`src/rtl/axis_tiled_stream_slice_if.sv`:
```
// Stream interfaces for axis_tiled_stream_slice.
//   axis_tiled_stream_slice_in_if  : tdata/tvalid/tready/tlast (upstream side, no tuser)
//   axis_tiled_stream_slice_out_if : tdata/tvalid/tready/tlast/tuser (downstream side)
// master drives tdata/tvalid/tlast(/tuser) and samples tready; slave is the mirror.

interface axis_tiled_stream_slice_in_if #(
    parameter int DATA_W = 32
);
    logic [DATA_W-1:0] tdata;
    logic              tvalid;
    logic              tready;
    logic              tlast;

    modport master (output tdata, output tvalid, output tlast, input tready);
    modport slave  (input tdata, input tvalid, input tlast, output tready);
endinterface

interface axis_tiled_stream_slice_out_if #(
    parameter int DATA_W = 32
);
    logic [DATA_W-1:0] tdata;
    logic              tvalid;
    logic              tready;
    logic              tlast;
    logic              tuser;

    modport master (output tdata, output tvalid, output tlast, output tuser, input tready);
    modport slave  (input tdata, input tvalid, input tlast, input tuser, output tready);
endinterface

```
`src/rtl/axis_tiled_stream_slice.sv`:
```
// axis_tiled_stream_slice
// AXI-Stream stage for blocked tensors: per-lane sign/zero extension with optional
// ReLU, block (tlast) and tensor (tuser) marker generation, upstream tlast checking,
// and a two-entry skid buffer (output register + skid register) at full throughput.
//
// Ports:
//   ap_clk, ap_rst_n  : clock, asynchronous active-low reset
//   s_axis_input0     : input stream, SDIM lanes of INPUT0_WIDTH bits (tlast checked only)
//   m_axis_output0    : output stream, SDIM lanes of OUTPUT0_WIDTH bits,
//                       tlast = last beat of block, tuser = last beat of tensor
//   tensor_done       : one-cycle pulse after the final beat of a tensor is accepted
//   tlast_err         : sticky, upstream tlast disagreed with the computed block end

module axis_tiled_stream_slice #(
    parameter int INPUT0_WIDTH  = 8,
    parameter int OUTPUT0_WIDTH = 8,
    parameter int SDIM          = 4,
    parameter int BDIM          = 16,
    parameter int NUM_BLOCKS    = 4,
    parameter int SIGNED        = 1,
    parameter int MODE          = 0
) (
    input  logic                          ap_clk,
    input  logic                          ap_rst_n,
    axis_tiled_stream_slice_in_if.slave   s_axis_input0,
    axis_tiled_stream_slice_out_if.master m_axis_output0,
    output logic                          tensor_done,
    output logic                          tlast_err
);

    localparam int BPB    = BDIM / SDIM;
    localparam int BEAT_W = (BPB > 1) ? $clog2(BPB) : 1;
    localparam int BLK_W  = (NUM_BLOCKS > 1) ? $clog2(NUM_BLOCKS) : 1;
    localparam int OUT_W  = SDIM * OUTPUT0_WIDTH;
    localparam int EXT_W  = OUTPUT0_WIDTH - INPUT0_WIDTH;

    logic [OUT_W-1:0]  proc_data;

    logic              ready_q, ready_d;
    logic              out_valid_q, out_valid_d;
    logic [OUT_W-1:0]  out_data_q, out_data_d;
    logic              out_last_q, out_last_d;
    logic              out_user_q, out_user_d;
    logic              skid_valid_q, skid_valid_d;
    logic [OUT_W-1:0]  skid_data_q, skid_data_d;
    logic              skid_last_q, skid_last_d;
    logic              skid_user_q, skid_user_d;
    logic [BEAT_W-1:0] beat_cnt_q, beat_cnt_d;
    logic [BLK_W-1:0]  blk_cnt_q, blk_cnt_d;
    logic              tlast_err_q, tlast_err_d;
    logic              tensor_done_q, tensor_done_d;

    logic              in_fire, out_fire;
    logic              comp_last, comp_user;

    // Per-lane extension and optional ReLU.
    for (genvar i = 0; i < SDIM; i++) begin : g_lane
        logic [INPUT0_WIDTH-1:0]  lane_in;
        logic [OUTPUT0_WIDTH-1:0] lane_ext;
        logic                     sign_bit;

        assign lane_in  = s_axis_input0.tdata[i*INPUT0_WIDTH +: INPUT0_WIDTH];
        assign sign_bit = (SIGNED != 0) && lane_in[INPUT0_WIDTH-1];

        if (EXT_W > 0) begin : g_ext
            assign lane_ext = {{EXT_W{sign_bit}}, lane_in};
        end else begin : g_noext
            assign lane_ext = lane_in;
        end

        assign proc_data[i*OUTPUT0_WIDTH +: OUTPUT0_WIDTH] =
            ((MODE == 1) && sign_bit) ? '0 : lane_ext;
    end

    assign in_fire   = s_axis_input0.tvalid && ready_q;
    assign out_fire  = out_valid_q && m_axis_output0.tready;
    assign comp_last = (beat_cnt_q == BEAT_W'(BPB - 1));
    assign comp_user = comp_last && (blk_cnt_q == BLK_W'(NUM_BLOCKS - 1));

    always_comb begin
        out_valid_d   = out_valid_q;
        out_data_d    = out_data_q;
        out_last_d    = out_last_q;
        out_user_d    = out_user_q;
        skid_valid_d  = skid_valid_q;
        skid_data_d   = skid_data_q;
        skid_last_d   = skid_last_q;
        skid_user_d   = skid_user_q;
        beat_cnt_d    = beat_cnt_q;
        blk_cnt_d     = blk_cnt_q;
        tlast_err_d   = tlast_err_q;
        tensor_done_d = out_fire && out_user_q;

        if (in_fire) begin
            if (comp_last) begin
                beat_cnt_d = '0;
                blk_cnt_d  = (blk_cnt_q == BLK_W'(NUM_BLOCKS - 1)) ? '0 : blk_cnt_q + BLK_W'(1);
            end else begin
                beat_cnt_d = beat_cnt_q + BEAT_W'(1);
            end
            if (s_axis_input0.tlast != comp_last) begin
                tlast_err_d = 1'b1;
            end
        end

        // ready_q == !skid_valid_q, so in_fire never coincides with a full skid.
        if (!out_valid_q || out_fire) begin
            if (skid_valid_q) begin
                out_valid_d  = 1'b1;
                out_data_d   = skid_data_q;
                out_last_d   = skid_last_q;
                out_user_d   = skid_user_q;
                skid_valid_d = 1'b0;
            end else if (in_fire) begin
                out_valid_d = 1'b1;
                out_data_d  = proc_data;
                out_last_d  = comp_last;
                out_user_d  = comp_user;
            end else begin
                out_valid_d = 1'b0;
            end
        end else if (in_fire) begin
            skid_valid_d = 1'b1;
            skid_data_d  = proc_data;
            skid_last_d  = comp_last;
            skid_user_d  = comp_user;
        end

        ready_d = !skid_valid_d;
    end

    always_ff @(posedge ap_clk or negedge ap_rst_n) begin
        if (!ap_rst_n) begin
            ready_q       <= 1'b0;
            out_valid_q   <= 1'b0;
            out_data_q    <= '0;
            out_last_q    <= 1'b0;
            out_user_q    <= 1'b0;
            skid_valid_q  <= 1'b0;
            skid_data_q   <= '0;
            skid_last_q   <= 1'b0;
            skid_user_q   <= 1'b0;
            beat_cnt_q    <= '0;
            blk_cnt_q     <= '0;
            tlast_err_q   <= 1'b0;
            tensor_done_q <= 1'b0;
        end else begin
            ready_q       <= ready_d;
            out_valid_q   <= out_valid_d;
            out_data_q    <= out_data_d;
            out_last_q    <= out_last_d;
            out_user_q    <= out_user_d;
            skid_valid_q  <= skid_valid_d;
            skid_data_q   <= skid_data_d;
            skid_last_q   <= skid_last_d;
            skid_user_q   <= skid_user_d;
            beat_cnt_q    <= beat_cnt_d;
            blk_cnt_q     <= blk_cnt_d;
            tlast_err_q   <= tlast_err_d;
            tensor_done_q <= tensor_done_d;
        end
    end

    assign s_axis_input0.tready  = ready_q;
    assign m_axis_output0.tvalid = out_valid_q;
    assign m_axis_output0.tdata  = out_data_q;
    assign m_axis_output0.tlast  = out_last_q;
    assign m_axis_output0.tuser  = out_user_q;
    assign tensor_done           = tensor_done_q;
    assign tlast_err             = tlast_err_q;

endmodule
```
`src/flat_wrapper.sv`:
```
// flat-port wrapper written by rule: the top's interface ports become plain ports
module axis_tiled_stream_slice_flat 
#(
    parameter int INPUT0_WIDTH  = 8,
    parameter int OUTPUT0_WIDTH = 8,
    parameter int SDIM          = 4,
    parameter int BDIM          = 16,
    parameter int NUM_BLOCKS    = 4,
    parameter int SIGNED        = 1,
    parameter int MODE          = 0
)
  (ap_clk, ap_rst_n, tensor_done, tlast_err, s_axis_input0_tdata, s_axis_input0_tvalid, s_axis_input0_tlast, s_axis_input0_tready, m_axis_output0_tdata, m_axis_output0_tvalid, m_axis_output0_tlast, m_axis_output0_tuser, m_axis_output0_tready);
  axis_tiled_stream_slice_in_if s_axis_input0_i ();
  axis_tiled_stream_slice_out_if m_axis_output0_i ();
  input  logic ap_clk;
  input  logic ap_rst_n;
  output logic tensor_done;
  output logic tlast_err;
  input wire logic [$bits(s_axis_input0_i.tdata)-1:0] s_axis_input0_tdata;
  input wire logic [$bits(s_axis_input0_i.tvalid)-1:0] s_axis_input0_tvalid;
  input wire logic [$bits(s_axis_input0_i.tlast)-1:0] s_axis_input0_tlast;
  output wire logic [$bits(s_axis_input0_i.tready)-1:0] s_axis_input0_tready;
  output wire logic [$bits(m_axis_output0_i.tdata)-1:0] m_axis_output0_tdata;
  output wire logic [$bits(m_axis_output0_i.tvalid)-1:0] m_axis_output0_tvalid;
  output wire logic [$bits(m_axis_output0_i.tlast)-1:0] m_axis_output0_tlast;
  output wire logic [$bits(m_axis_output0_i.tuser)-1:0] m_axis_output0_tuser;
  input wire logic [$bits(m_axis_output0_i.tready)-1:0] m_axis_output0_tready;
  assign s_axis_input0_i.tdata = s_axis_input0_tdata;
  assign s_axis_input0_i.tvalid = s_axis_input0_tvalid;
  assign s_axis_input0_i.tlast = s_axis_input0_tlast;
  assign s_axis_input0_tready = s_axis_input0_i.tready;
  assign m_axis_output0_tdata = m_axis_output0_i.tdata;
  assign m_axis_output0_tvalid = m_axis_output0_i.tvalid;
  assign m_axis_output0_tlast = m_axis_output0_i.tlast;
  assign m_axis_output0_tuser = m_axis_output0_i.tuser;
  assign m_axis_output0_i.tready = m_axis_output0_tready;
  axis_tiled_stream_slice #(.INPUT0_WIDTH(INPUT0_WIDTH), .OUTPUT0_WIDTH(OUTPUT0_WIDTH), .SDIM(SDIM), .BDIM(BDIM), .NUM_BLOCKS(NUM_BLOCKS), .SIGNED(SIGNED), .MODE(MODE)) u_core (.ap_clk(ap_clk), .ap_rst_n(ap_rst_n), .s_axis_input0(s_axis_input0_i), .m_axis_output0(m_axis_output0_i), .tensor_done(tensor_done), .tlast_err(tlast_err));
endmodule
```
`config.mk`:
```
export PLATFORM = sky130hd
export DESIGN_NAME = axis_tiled_stream_slice_flat
export DESIGN_NICKNAME = d
export VERILOG_FILES = /design/src/rtl/axis_tiled_stream_slice_if.sv /design/src/rtl/axis_tiled_stream_slice.sv /design/src/flat_wrapper.sv
export SDC_FILE = /design/constraint.sdc
export NUM_CORES = 1
export LEC_CHECK = 0
export ABC_CLOCK_PERIOD_IN_PS = 2150
export CAP_MARGIN = 30
export CORE_MARGIN = 5
export CORE_UTILIZATION = 45
export DETAILED_ROUTE_END_ITERATION = 7
export PLACE_DENSITY = 0.72
export SLEW_MARGIN = 10
export SYNTH_ARGS = -nofsm -noshare
export SYNTH_HDL_FRONTEND = slang
export SYNTH_SLANG_ARGS = --single-unit
```
`constraint.sdc`:
```
create_clock -name ap_clk -period 2.15 [get_ports ap_clk]
set_input_delay 0.215 -clock ap_clk [delete_from_list [all_inputs] [get_ports ap_clk]]
set_output_delay 0.215 -clock ap_clk [all_outputs]
set_load 0.03 [all_outputs]
```
Word-level counts from Yosys, hierarchy flattened
Index checks and enable logic that the tools add are counted.
{"block": "classes", "addsub": 2, "eq_ne": 3, "mux": 12, "bitwise_logic": 1, "n_reduce_logical": 12}
{"op": "$mux 32", "n": 2}
{"op": "$mux 1", "n": 8}
{"op": "$reduce_and 2->1", "n": 4}
{"op": "$add 2x1->2 const B", "n": 2}
{"op": "$eq 2x2->1 const B", "n": 2}
{"op": "$logic_and 1x1->1", "n": 4}
{"op": "$mux 2", "n": 2}
{"op": "$logic_not 1->1", "n": 2}
{"op": "$reduce_bool 2->1", "n": 1}
{"op": "$logic_or 1x1->1", "n": 1}
{"op": "$ne 1x1->1", "n": 1}
{"op": "$not 1->1", "n": 1}
{"block": "word_totals", "register_bits": 77}

Logic depth before layout (Yosys ltp)
{"block": "depth", "word_depth": 4, "depth_mapped": 6, "ltp_nobuf": 4}

Worst setup path after synthesis
OpenSTA, ideal clock, no wires.
{"block": "synth_timing", "kind": "register to register", "from": "register u_core.ready_q, in the netlist u_core.s_axis_input0.tready", "to": "register u_core.out_data_q[0], in the netlist u_core.m_axis_output0.tdata[0]", "setup_ps": 125, "arrival_ps": 1412, "t_required_ps": 2025, "path_slack_ps": 613, "stages_incl_launch_ff": 6, "n_path_buf": 2, "synth_period_minus_slack_ps": 1537, "path_cell_list": "dfrtp_1 -> a21oi_2 -> nor2b_2 -> buf_6 -> buf_12 -> mux2_4"}
{"block": "synth_between", "elab_chain_cells": 3}
{"item": "start: declaration", "line_no": "axis_tiled_stream_slice.sv:39", "source": "logic ready_q, ready_d;"}
{"item": "start signal: assignment", "line_no": "axis_tiled_stream_slice.sv:148", "source": "ready_q <= ready_d;"}
{"item": "$logic_and 1x1->1", "line_no": "axis_tiled_stream_slice.sv:75", "source": "assign in_fire = s_axis_input0.tvalid && ready_q;"}
{"item": "$reduce_bool 2->1 (no line)"}
{"item": "$reduce_and 2->1 (no line)"}
{"item": "end signal: assignment", "line_no": "axis_tiled_stream_slice.sv:150", "source": "out_data_q <= out_data_d;"}
{"item": "end: declaration", "line_no": "axis_tiled_stream_slice.sv:41", "source": "logic [OUT_W-1:0] out_data_q, out_data_d;"}
No other way between the ends.
A chain may end at the register's enable or synchronous reset.

Worst setup path after layout
{"block": "layout_timing", "from": "register u_core.ready_q, in the netlist u_core.s_axis_input0.tready", "to": "output s_axis_input0_tready"}
{"item": "end: declaration", "line_no": "flat_wrapper.sv:22", "source": "output wire logic [$bits(s_axis_input0_i.tready)-1:0] s_axis_input0_tready;"}
No word-level cell between the ends.

==> results.json <==
{
  "htreeDepth": 3,
  "num_antenna_cells": 0,
  "worstPathBufferInverterCount": 1,
  "fill_cells": 623,
  "leakage_nw": 1.99,
  "cts.clk_slew.worst_paths_ns": 0.08,
  "synth_top_area_share": 0.556,
  "endpoint": "s_axis_input0_tready",
  "rows": 32,
  "finalSetupViolCount": 0,
  "hp-class": "in2async",
  "r2r-start": "u_core.skid_valid_q$_DFF_PN0_",
  "grt_pass1_vias": 2142,
  "power_density_nw_per_um2": 1160,
  "chipHeight_um": 97.8,
  "ant_nets": 0,
  "ir_worst_vdd_uv": 504,
  "hold_violations": 0,
  "io_pins": 75,
  "synthesis.nets": 252,
  "insertion_delay_ns": 0.34,
  "clock_path_buffers": 2,
  "grt_start_max_net_pins": 40,
  "overflow": 0,
  "cp.arrival_ns": 1.52,
  "syn_inst": 213,
  "cts_sinks": 77,
  "crit_family": "buffers and inverters",
  "status": "complete, no violations",
  "cts_inserted_buffers": 9,
  "start_kind": "register",
  "syn_avg_cell_area_um2": 16.3,
  "routed_wl_um": 6350,
  "cts_root_buffer": "clkbuf_8",
  "preCtsSetupSlack_ns": 0.334,
  "wire_per_inst_um": 15.8,
  "syn_area_um2": 3470,
  "ys_top_cells_by_area": "dfrtp_1 56%, mux2_2 22%, mux2_4 13%",
  "vias_per_cell": 4.87,
  "worstSetupPathDepth": 1,
  "dieWidth_um": 97.8,
  "dr.pass1.iters": 3,
  "slowest_stage": "clkdlybuf4s50_1",
  "synth_largest_area_cell": "dfrtp_1",
  "tightestPinTransition_ns": 0.523,
  "cp.required_ns": 1.93,
  "path_cells": "clkdlybuf4s50_1",
  "yosysUniqueCellTypes": 22,
  "antenna_found_initial": 0,
  "slew_viol_final": 0,
  "period_needed_ns": 1.74,
  "tns_ns": 0,
  "dp_hpwl_um": 4360,
  "rsz0062_at_grt": "false",
  "cts_tree": "built",
  "dieArea_um2": 9560,
  "seq_area_frac_synth": 0.556,
  "postCtsResizedCells": 0,
  "fmax_mhz": 575,
  "layout-drive-gt1-share": 0.420,
  "ys_warn_count": 0,
  "cts_hold_buf": 1,
  "postCtsSetupBuffers": 0,
  "cap_violations": 0,
  "fin_ws_ns": 0.412,
  "fin_nets": 334,
  "startpoint": "u_core.s_axis_input0.tready$_DFF_PN0_",
  "fin_skew_ns": 0.00756,
  "reg2reg_slack_ns": 0.63,
  "max-slew-margin-rel": 0.652,
  "initial_core_util": 0.456,
  "vias": 1956,
  "coreArea_um2": 7610,
  "area_growth_pct": 32.0,
  "path_max_fanout": 5,
  "drtIter0Drc": 28,
  "timing.final.crit_share": 0.809,
  "gp_congestion": 0.681,
  "crit_type": "reg2out",
  "grt_pass1_wl_um": 10700,
  "r2r_cells": 5,
  "timing.rr.end": "u_core.m_axis_output0.tdata[30]$_DFFE_PN0P_",
  "ys_ff_latch": 77,
  "cp_slowest_stage_delay_ns": 0.72,
  "drc": 0,
  "cp-end-kind": "output port",
  "grt_usage": 0.140,
  "io_buffers": 74
}
==> cell usage after synthesis (all sizes together) <==
| master | instances |
|---|---|
| a21o | 2 |
| a21oi | 1 |
| and3 | 1 |
| buf | 11 |
| dfrtp | 77 |
| ha | 2 |
| inv | 1 |
| mux2 | 102 |
| nand2 | 5 |
| nand2b | 1 |
| nand3 | 1 |
| nand4b | 1 |
| nor2b | 1 |
| nor3 | 2 |
| o21ai | 2 |
| o21bai | 1 |
| or2 | 1 |
| xnor2 | 1 |
==> state kept, by name (all words and copies together) (netlist names), 2 cells and up <==
| register | flops |
|---|---|
| u_core.skid_data_q | 32 |
| u_core.blk_cnt_q | 2 |
| u_core.m_axis_output0.tdata | 32 |
| u_core.beat_cnt_q | 2 |
==> area by class of cell <==
| class | instances | area [µm²] | share of cell area |
|---|---|---|---|
| inverter | 1 | 3.75 | 0.000820 |
| multi-input combinational | 124 | 1430 | 0.312 |
| clock buffer | 10 | 128 | 0.0279 |
| clock inverter | 6 | 111 | 0.0243 |
| sequential | 77 | 1930 | 0.421 |
| tap | 102 | 128 | 0.0279 |
| timing repair buffer | 82 | 851 | 0.186 |
==> power breakdown <==
part	switching (mW)	total, mW	internal (mW)
Sequential	0.244	2.13	1.89
Combinational	0.847	1.88	1.03
Clock	0.526	1.30	0.772
==> cell usage in the layout (no fill, tap or decap) <==
cell and count:
a21o_1 2, a21oi_2 1, and3_2 1, buf_12 4, buf_4 4, bufinv_16 3, clkbuf_1 1, clkbuf_8 9
clkdlybuf4s50_1 73, clkinv_2 1, clkinv_4 1, clkinvlp_4 1, dfrtp_1 77, dlygate4sd3_1 1, ha_1 2, inv_1 1
mux2_1 4, mux2_2 68, mux2_4 30, nand2_1 5, nand2b_1 1, nand3_1 1, nand4b_4 1, nor2b_4 1
nor3_1 2, o21ai_0 2, o21bai_1 1, or2_2 1, xnor2_1 1
==> kinds of logic after synthesis <==
family,synth area share
AOI/OAI and AO/OA,0.0119
xor gates and xnor gates,0.00253
adders and majority gates,0.00722
buffers and inverters,0.0336
DFF,0.556
muxes,0.364
and+or+nand+nor,0.0249
==> worst min-delay path by stage <==
stage                     startpoint                                           to  slack, ns  cells past startpoint
final                       ap_rst_n           u_core.skid_data_q[13]$_DFFE_PN0P_       0.38                      2
after global routing        ap_rst_n           u_core.skid_data_q[13]$_DFFE_PN0P_       0.43                      2
after CTS                   ap_rst_n  u_core.m_axis_output0.tdata[13]$_DFFE_PN0P_       0.40                      2
after detailed placement    ap_rst_n  u_core.m_axis_output0.tdata[13]$_DFFE_PN0P_       0.23                      1
after global placement      ap_rst_n  u_core.m_axis_output0.tdata[13]$_DFFE_PN0P_       0.23                      1
after floorplan             ap_rst_n             u_core.beat_cnt_q[0]$_DFFE_PN0P_      -0.08                      0
==> metrics by stage <==
step                utilization  hold WS [ns]  cell area, µm²  std cells  power [mW]
floorplan                     -       -0.0806            3470        213        3.35
global placement          0.569         0.229            4330        385        4.01
detailed placement        0.569         0.227            4330        385        4.06
CTS                       0.601         0.398            4580        402        5.38
global route              0.601         0.432            4580        402        5.58
finish                    0.601         0.380            4580        402        5.30
==> metal layers <==
metal	GRT usage	vias up	wire length, µm
met4	0.0671	0	95
met3	0.0393	9	369
li1	-	925	-
met5	0	-	0
met1	0.187	968	3000
met2	0.212	54	2890
(Power assumes the default switching activity.)
